[src/rtl/lcd_driver.sv]
// HD44780-style write-only character LCD driver: captures LCD register writes into a
// small FIFO and replays each entry on the LCD pins with programmable bus timing.
module lcd_driver #(
  parameter int FIFO_DEPTH    = 4,
  parameter int SETUP_CYC     = 2,
  parameter int PULSE_CYC     = 12,
  parameter int HOLD_CYC      = 2,
  parameter int EXEC_CYC      = 2000,
  parameter int EXEC_LONG_CYC = 82000
) (
  input  logic        i_clk,
  input  logic        i_rst,
  input  logic [31:0] i_io_lcd,
  input  logic        i_lcd_we,
  output logic [7:0]  o_lcd_data,
  output logic        o_lcd_rs,
  output logic        o_lcd_rw,
  output logic        o_lcd_en,
  output logic        o_lcd_on,
  output logic        o_busy,
  output logic        o_full,
  output logic        o_ovf
);

  localparam int CW = $clog2(EXEC_LONG_CYC + 1);
  localparam int AW = $clog2(FIFO_DEPTH);
  localparam int NW = $clog2(FIFO_DEPTH + 1);

  localparam logic [2:0] ST_IDLE  = 3'd0;
  localparam logic [2:0] ST_SETUP = 3'd1;
  localparam logic [2:0] ST_PULSE = 3'd2;
  localparam logic [2:0] ST_HOLD  = 3'd3;
  localparam logic [2:0] ST_EXEC  = 3'd4;

  // Counter is loaded with N-1 on state entry and the state exits when it reaches zero.
  localparam logic [CW-1:0] SETUP_LD = CW'(SETUP_CYC - 1);
  localparam logic [CW-1:0] PULSE_LD = CW'(PULSE_CYC - 1);
  localparam logic [CW-1:0] HOLD_LD  = CW'(HOLD_CYC - 1);
  localparam logic [CW-1:0] EXEC_LD  = CW'(EXEC_CYC - 1);
  localparam logic [CW-1:0] LONG_LD  = CW'(EXEC_LONG_CYC - 1);
  localparam logic [CW-1:0] CNT_ZERO = CW'(0);
  localparam logic [CW-1:0] CNT_ONE  = CW'(1);
  localparam logic [AW-1:0] PTR_ONE  = AW'(1);
  localparam logic [NW-1:0] NUM_ONE  = NW'(1);
  localparam logic [NW-1:0] NUM_ZERO = NW'(0);
  localparam logic [NW-1:0] NUM_FULL = NW'(FIFO_DEPTH);

  // Clear display and return home need the long execution wait.
  function automatic logic is_long_cmd(input logic rs, input logic [7:0] data);
    is_long_cmd = !rs && (data[7:2] == 6'd0) && (data[1:0] != 2'd0);
  endfunction

  logic [8:0]    mem_q [FIFO_DEPTH];
  logic [AW-1:0] wr_ptr_q, wr_ptr_d;
  logic [AW-1:0] rd_ptr_q, rd_ptr_d;
  logic [NW-1:0] count_q, count_d;
  logic [2:0]    state_q, state_d;
  logic [CW-1:0] cnt_q, cnt_d;
  logic [7:0]    data_q, data_d;
  logic          rs_q, rs_d;
  logic          en_q, en_d;
  logic          on_q, on_d;
  logic          busy_q, busy_d;
  logic          full_q, full_d;
  logic          ovf_q, ovf_d;

  logic [8:0]    head_s;
  logic          fifo_empty_s;
  logic          fifo_full_s;
  logic          cnt_done_s;
  logic          pop_s;
  logic          push_s;
  logic          unused_io_s;

  assign unused_io_s = ^{i_io_lcd[30:10], i_io_lcd[8]};

  // FIFO status, pop/push decisions and the timing FSM next state.
  always_comb begin
    head_s       = mem_q[rd_ptr_q];
    fifo_empty_s = (count_q == NUM_ZERO);
    fifo_full_s  = (count_q == NUM_FULL);
    cnt_done_s   = (cnt_q == CNT_ZERO);
    pop_s        = !fifo_empty_s &&
                   ((state_q == ST_IDLE) || ((state_q == ST_EXEC) && cnt_done_s));
    push_s       = i_lcd_we && (!fifo_full_s || pop_s);

    state_d = state_q;
    cnt_d   = cnt_q;
    data_d  = data_q;
    rs_d    = rs_q;

    case (state_q)
      ST_IDLE: begin
        if (pop_s) begin
          state_d = ST_SETUP;
          cnt_d   = SETUP_LD;
          data_d  = head_s[7:0];
          rs_d    = head_s[8];
        end else begin
          cnt_d = CNT_ZERO;
        end
      end
      ST_SETUP: begin
        if (cnt_done_s) begin
          state_d = ST_PULSE;
          cnt_d   = PULSE_LD;
        end else begin
          cnt_d = cnt_q - CNT_ONE;
        end
      end
      ST_PULSE: begin
        if (cnt_done_s) begin
          state_d = ST_HOLD;
          cnt_d   = HOLD_LD;
        end else begin
          cnt_d = cnt_q - CNT_ONE;
        end
      end
      ST_HOLD: begin
        if (cnt_done_s) begin
          state_d = ST_EXEC;
          cnt_d   = is_long_cmd(rs_q, data_q) ? LONG_LD : EXEC_LD;
        end else begin
          cnt_d = cnt_q - CNT_ONE;
        end
      end
      ST_EXEC: begin
        if (cnt_done_s && pop_s) begin
          state_d = ST_SETUP;
          cnt_d   = SETUP_LD;
          data_d  = head_s[7:0];
          rs_d    = head_s[8];
        end else if (cnt_done_s) begin
          state_d = ST_IDLE;
          cnt_d   = CNT_ZERO;
        end else begin
          cnt_d = cnt_q - CNT_ONE;
        end
      end
      default: begin
        state_d = ST_IDLE;
        cnt_d   = CNT_ZERO;
      end
    endcase
  end

  // FIFO bookkeeping and registered status outputs.
  always_comb begin
    wr_ptr_d = push_s ? (wr_ptr_q + PTR_ONE) : wr_ptr_q;
    rd_ptr_d = pop_s  ? (rd_ptr_q + PTR_ONE) : rd_ptr_q;
    if (push_s && !pop_s) begin
      count_d = count_q + NUM_ONE;
    end else if (pop_s && !push_s) begin
      count_d = count_q - NUM_ONE;
    end else begin
      count_d = count_q;
    end
    en_d   = (state_d == ST_PULSE);
    on_d   = i_lcd_we ? i_io_lcd[31] : on_q;
    ovf_d  = ovf_q | (i_lcd_we & !push_s);
    busy_d = (count_d != NUM_ZERO) || (state_d != ST_IDLE);
    full_d = (count_d == NUM_FULL);
  end

  // Control and output registers with synchronous reset.
  always_ff @(posedge i_clk) begin
    if (i_rst) begin
      wr_ptr_q <= {AW{1'b0}};
      rd_ptr_q <= {AW{1'b0}};
      count_q  <= NUM_ZERO;
      state_q  <= ST_IDLE;
      cnt_q    <= CNT_ZERO;
      data_q   <= 8'd0;
      rs_q     <= 1'b0;
      en_q     <= 1'b0;
      on_q     <= 1'b0;
      busy_q   <= 1'b0;
      full_q   <= 1'b0;
      ovf_q    <= 1'b0;
    end else begin
      wr_ptr_q <= wr_ptr_d;
      rd_ptr_q <= rd_ptr_d;
      count_q  <= count_d;
      state_q  <= state_d;
      cnt_q    <= cnt_d;
      data_q   <= data_d;
      rs_q     <= rs_d;
      en_q     <= en_d;
      on_q     <= on_d;
      busy_q   <= busy_d;
      full_q   <= full_d;
      ovf_q    <= ovf_d;
    end
  end

  // FIFO storage; contents are only meaningful between the pointers.
  always_ff @(posedge i_clk) begin
    if (push_s && !i_rst) begin
      mem_q[wr_ptr_q] <= {i_io_lcd[9], i_io_lcd[7:0]};
    end else begin
      mem_q[wr_ptr_q] <= mem_q[wr_ptr_q];
    end
  end

  assign o_lcd_data = data_q;
  assign o_lcd_rs   = rs_q;
  assign o_lcd_rw   = 1'b0;
  assign o_lcd_en   = en_q;
  assign o_lcd_on   = on_q;
  assign o_busy     = busy_q;
  assign o_full     = full_q;
  assign o_ovf      = ovf_q;

endmodule
[config.mk]
export PLATFORM = sky130hd
export DESIGN_NAME = lcd_driver
export DESIGN_NICKNAME = d
export VERILOG_FILES = /design/src/rtl/lcd_driver.sv
export SDC_FILE = /design/constraint.sdc
export NUM_CORES = 1
export LEC_CHECK = 0
export BUFFER_PORTS_ARGS = -buffer_cell sky130_fd_sc_hd__buf_2
export CORE_UTILIZATION = 32
export CTS_BUF_LIST = sky130_fd_sc_hd__clkbuf_4 sky130_fd_sc_hd__clkbuf_8 sky130_fd_sc_hd__clkbuf_16
export CTS_CLUSTER_SIZE = 8
export DETAILED_ROUTE_END_ITERATION = 7
export PLACE_DENSITY = 0.59
export SLEW_MARGIN = 0
export SYNTH_ARGS = -nofsm -noshare
export SYNTH_HDL_FRONTEND = slang
export SYNTH_SLANG_ARGS = --single-unit
[constraint.sdc]
create_clock -name i_clk -period 5.7 [get_ports i_clk]
set_clock_uncertainty 0.05 [all_clocks]
set_input_delay 0.57 -clock i_clk [delete_from_list [all_inputs] [get_ports i_clk]]
set_output_delay 0.57 -clock i_clk [all_outputs]
set_load 0.03 [all_outputs]
==> impl_metrics.yaml <==
drt:
  route.layer.met1.wl_um: 2940
  highest_layer: "met4"
  vias_per_cell: 4.82
  drt_pass1_iterations: 4
  routed_wirelength_um: 6450
  detail_route.drc_violations: 0
  met2RoutedLength_um: 3180
  route.detailed.wl_per_inst_um: 13.7
  met3WireLength_um: 202
  route.vias.total: 2259
  drtIter0Drc: 91
  drtAntennaViolNets: 0
critical_path:
  cp_num_buf_inv: 1
  data_required_critical_path_ns: 5.65
  path_max_fanout: 16
  cpMaxStageDelayCell: "nor4b_1"
  cp-start-kind: "flip-flop"
  worstSetupPathType: "flip-flop to flip-flop"
  critPathArrivalTime_ns: 3.53
  critical_path.top_delay_family: "simple AND/OR/NAND/NOR gates"
  worstSetupEndpointType: "flip-flop"
  critPathMaxStageDelay_ns: 0.60
  path_cells: "inv_1, ha_1, nor2b_1, nor4b_1, a21o_1, o21ai_0, nor2_1, and2_1"
timing:
  totalNegativeSetupSlack_ns: 0
  report.final.setup_viol: 0
  timing.slew.headroom_pct: 39.1
  timing_max_transition_violations_final: 0
  worstMarginPinSlew_ns: 0.913
  fmax_mhz: 279
  finalHoldViolCount: 0
  fin_crit_ns: 3.58
  final_min_period_over_clock_period_pct: 62.8
  rsz_0062_raised_after_global_routing: "false"
placed_design:
  detailed_placer_s_ending_hpwl_um: 4510
  finalWeightedCongestion: 0.746
  placement.io_buffers: 26
  detailed_place.area_um2: 3660
die:
  core_area_um2: 10300
  die_y_um: 105
  rows: 37
  floorplan.initialDensity_pct: 33.1
  die_area_um2: 11100
  boundaryPins: 50
  dieWidth_um: 105
clock_network:
  post_cts.resized_instances: 0
  cts_made_buffers: 9
  ctsRootBufferMaster: "clkbuf_8"
  cts.sinks: 79
  cts-htree-levels: 3
  clkLatencyLatePin_ns: 0.36
  post-cts-setup-buffer-count: 0
  cts_tree: "done"
  clk_pin_slew_ns: 0.09
  ctsLongestPathBuffers: 2
  cts_hold_buffers: 0
pwr:
  static_leakage_power_uw: 0.00145
  powerDensity_nw_per_um2: 684
  vdd_drop_max_mv: 0.243
final_layout:
  syn2layout_area_growth_pct: 13.3
  layout-drive-gt1-share_pct: 17.1
  final_cell_area_um2: 3870
  fin_nets: 372
  final.fill_count: 1003
  diodes: 0
synth:
  synth_top_cell_area_share_pct: 31.6
  synth_enable_flop_cells: 36
  post_synth.cell_area_avg_um2: 11.2
  synth_area_leaders: "edfxtp_1 (32%), dfxtp_1 (25%), mux4_2 (5.9%), nand2_1 (3.7%), ha_1 (3.3%)"
  ys.warnings.count: 0
  summed_instance_area_of_the_synthesized_netlist_um2: 3420
  post_synth_num_cell_types: 43
  synth-seq-area-share_pct: 56.8
  synth-seq-cells: 79
  async_reset_ff_share_pct: 0
  net_count_after_synthesis: 348
  synth_top_flop_cell: "dfxtp_1"
  synth_largest_area_cell: "edfxtp_1"
  netlist_instances: 304
global_route:
  overall_overflow_remaining_after_global_route: 0
  grt_first_pass_wirelength_um: 11000
  grtUsageTotal_pct: 12.9
  grt_max_degree: 28
  grt_pass1_vias: 2269
  antenna_violations_before_repair: 0
outcome:
  run_status: "finished clean"
min_path:
  hp-class: "input port to flip-flop"
run:
  cap_violations: 0
## final cells by class
type / count / area (µm²) / area share (%)
Sequential cell: 79 / 1940 / 50.1
Inverter: 10 / 37.5 / 0.969
Tap cell: 136 / 170 / 4.39
Clock buffer: 9 / 124 / 3.20
Timing Repair Buffer: 26 / 130 / 3.36
Clock inverter: 7 / 83.8 / 2.16
Multi-Input combinational cell: 202 / 1390 / 35.8
## report_power, final
group,switching (µW),internal [µW],leakage (µW),total [µW]
Sequential,119,721,0.000679,840
Combinational,829,540,0.000669,1370
Clock,229,211,0.000103,440
## metal layers
metal	vias to the layer above	GRT usage [%]
met2	29	22.3
met4	0	5.73
met5	-	0
met1	1075	14.9
met3	9	3.40
li1	1146	-
## kinds of logic (layout without fill, tap and decap cells)
| family | after synthesis | after routing | share of synthesized area, % |
|---|---|---|---|
| buffers and inverters | 23 | 52 | 2.64 |
| AO/OA/AOI/OAI | 50 | 50 | 9.12 |
| flip-flops | 79 | 79 | 56.8 |
| XOR/XNOR | 17 | 17 | 4.36 |
| adder cells (fa/ha/maj) | 9 | 9 | 3.30 |
| other | 1 | 1 | 0.110 |
| multiplexers | 16 | 16 | 8.02 |
| AND/OR/NAND/NOR | 109 | 109 | 15.6 |
## synth_stat cells, types with 2 or more instances
library cell / instances
a211oi_1: 4
nor4b_1: 2
o21ai_0: 10
or4_4: 2
and2_1: 6
nand2_1: 34
a21o_1: 2
a21oi_1: 20
xnor2_1: 12
a32o_1: 2
inv_1: 10
edfxtp_1: 36
mux2i_1: 6
mux4_2: 9
nand3_1: 4
or4_1: 4
nor4_1: 3
ha_1: 9
a311oi_1: 3
a31oi_1: 3
nor3_1: 10
clkbuf_1: 9
xor2_1: 5
nor2_1: 29
nand2b_1: 4
dfxtp_1: 43
buf_1: 3
or3_1: 5
## layout by cell type, fill, tap and decap left out, drive strengths merged, types with 10 or more instances in the layout
| cell | n |
|---|---|
| nand2 | 34 |
| edfxtp | 36 |
| xnor2 | 12 |
| dfxtp | 43 |
| nor2 | 29 |
| a21oi | 20 |
| inv | 15 |
| buf | 26 |
| o21ai | 11 |
| nor3 | 10 |
## registers in the layout, indices dropped and copies added, names as in the netlist, named ones only
signal and flops:
cnt_q 17, count_q 3, mem_q 36, o_busy 1, o_full 1, o_lcd_data 8
o_lcd_en 1, o_lcd_on 1, o_lcd_rs 1, o_ovf 1, rd_ptr_q 2, state_q 3
wr_ptr_q 2
## worst register-to-register path, stage by stage (launching register included)
cell and delay (ns):
dfxtp_1 0.39, inv_1 0.11, ha_1 0.26, nor2b_1 0.20
nor4b_1 0.60, a21o_1 0.53, o21ai_0 0.36, nor2_1 0.26
and2_1 0.47
## stage by stage
| step | std cells | util, % | hold slack [ns] | setup WS [ns] | power (µW) |
|---|---|---|---|---|---|
| after floorplan | 304 | - | 0.413 | 3.03 | 1950 |
| after global placement | 453 | 35.5 | 0.411 | 2.21 | 2210 |
| after detailed placement | 453 | 35.5 | 0.412 | 2.10 | 2230 |
| after CTS | 469 | 37.5 | 0.356 | 2.07 | 2680 |
| after global routing | 469 | 37.5 | 0.350 | 1.80 | 2890 |
| final | 469 | 37.5 | 0.367 | 2.12 | 2650 |
## path summary, 6_finish.rpt
path	start	endpoint	slack [ns]	depth (start not counted)
worst max-delay path	count_q[0]	mem_q[1][6]	2.12	8
worst max register to register	count_q[0]	mem_q[1][6]	2.12	8
worst min-delay path	i_io_lcd[7]	mem_q[2][7]	0.37	1
worst min register to register	o_lcd_data[3]	o_lcd_data[3]	0.42	2
Power figures use the tool's default switching activity.
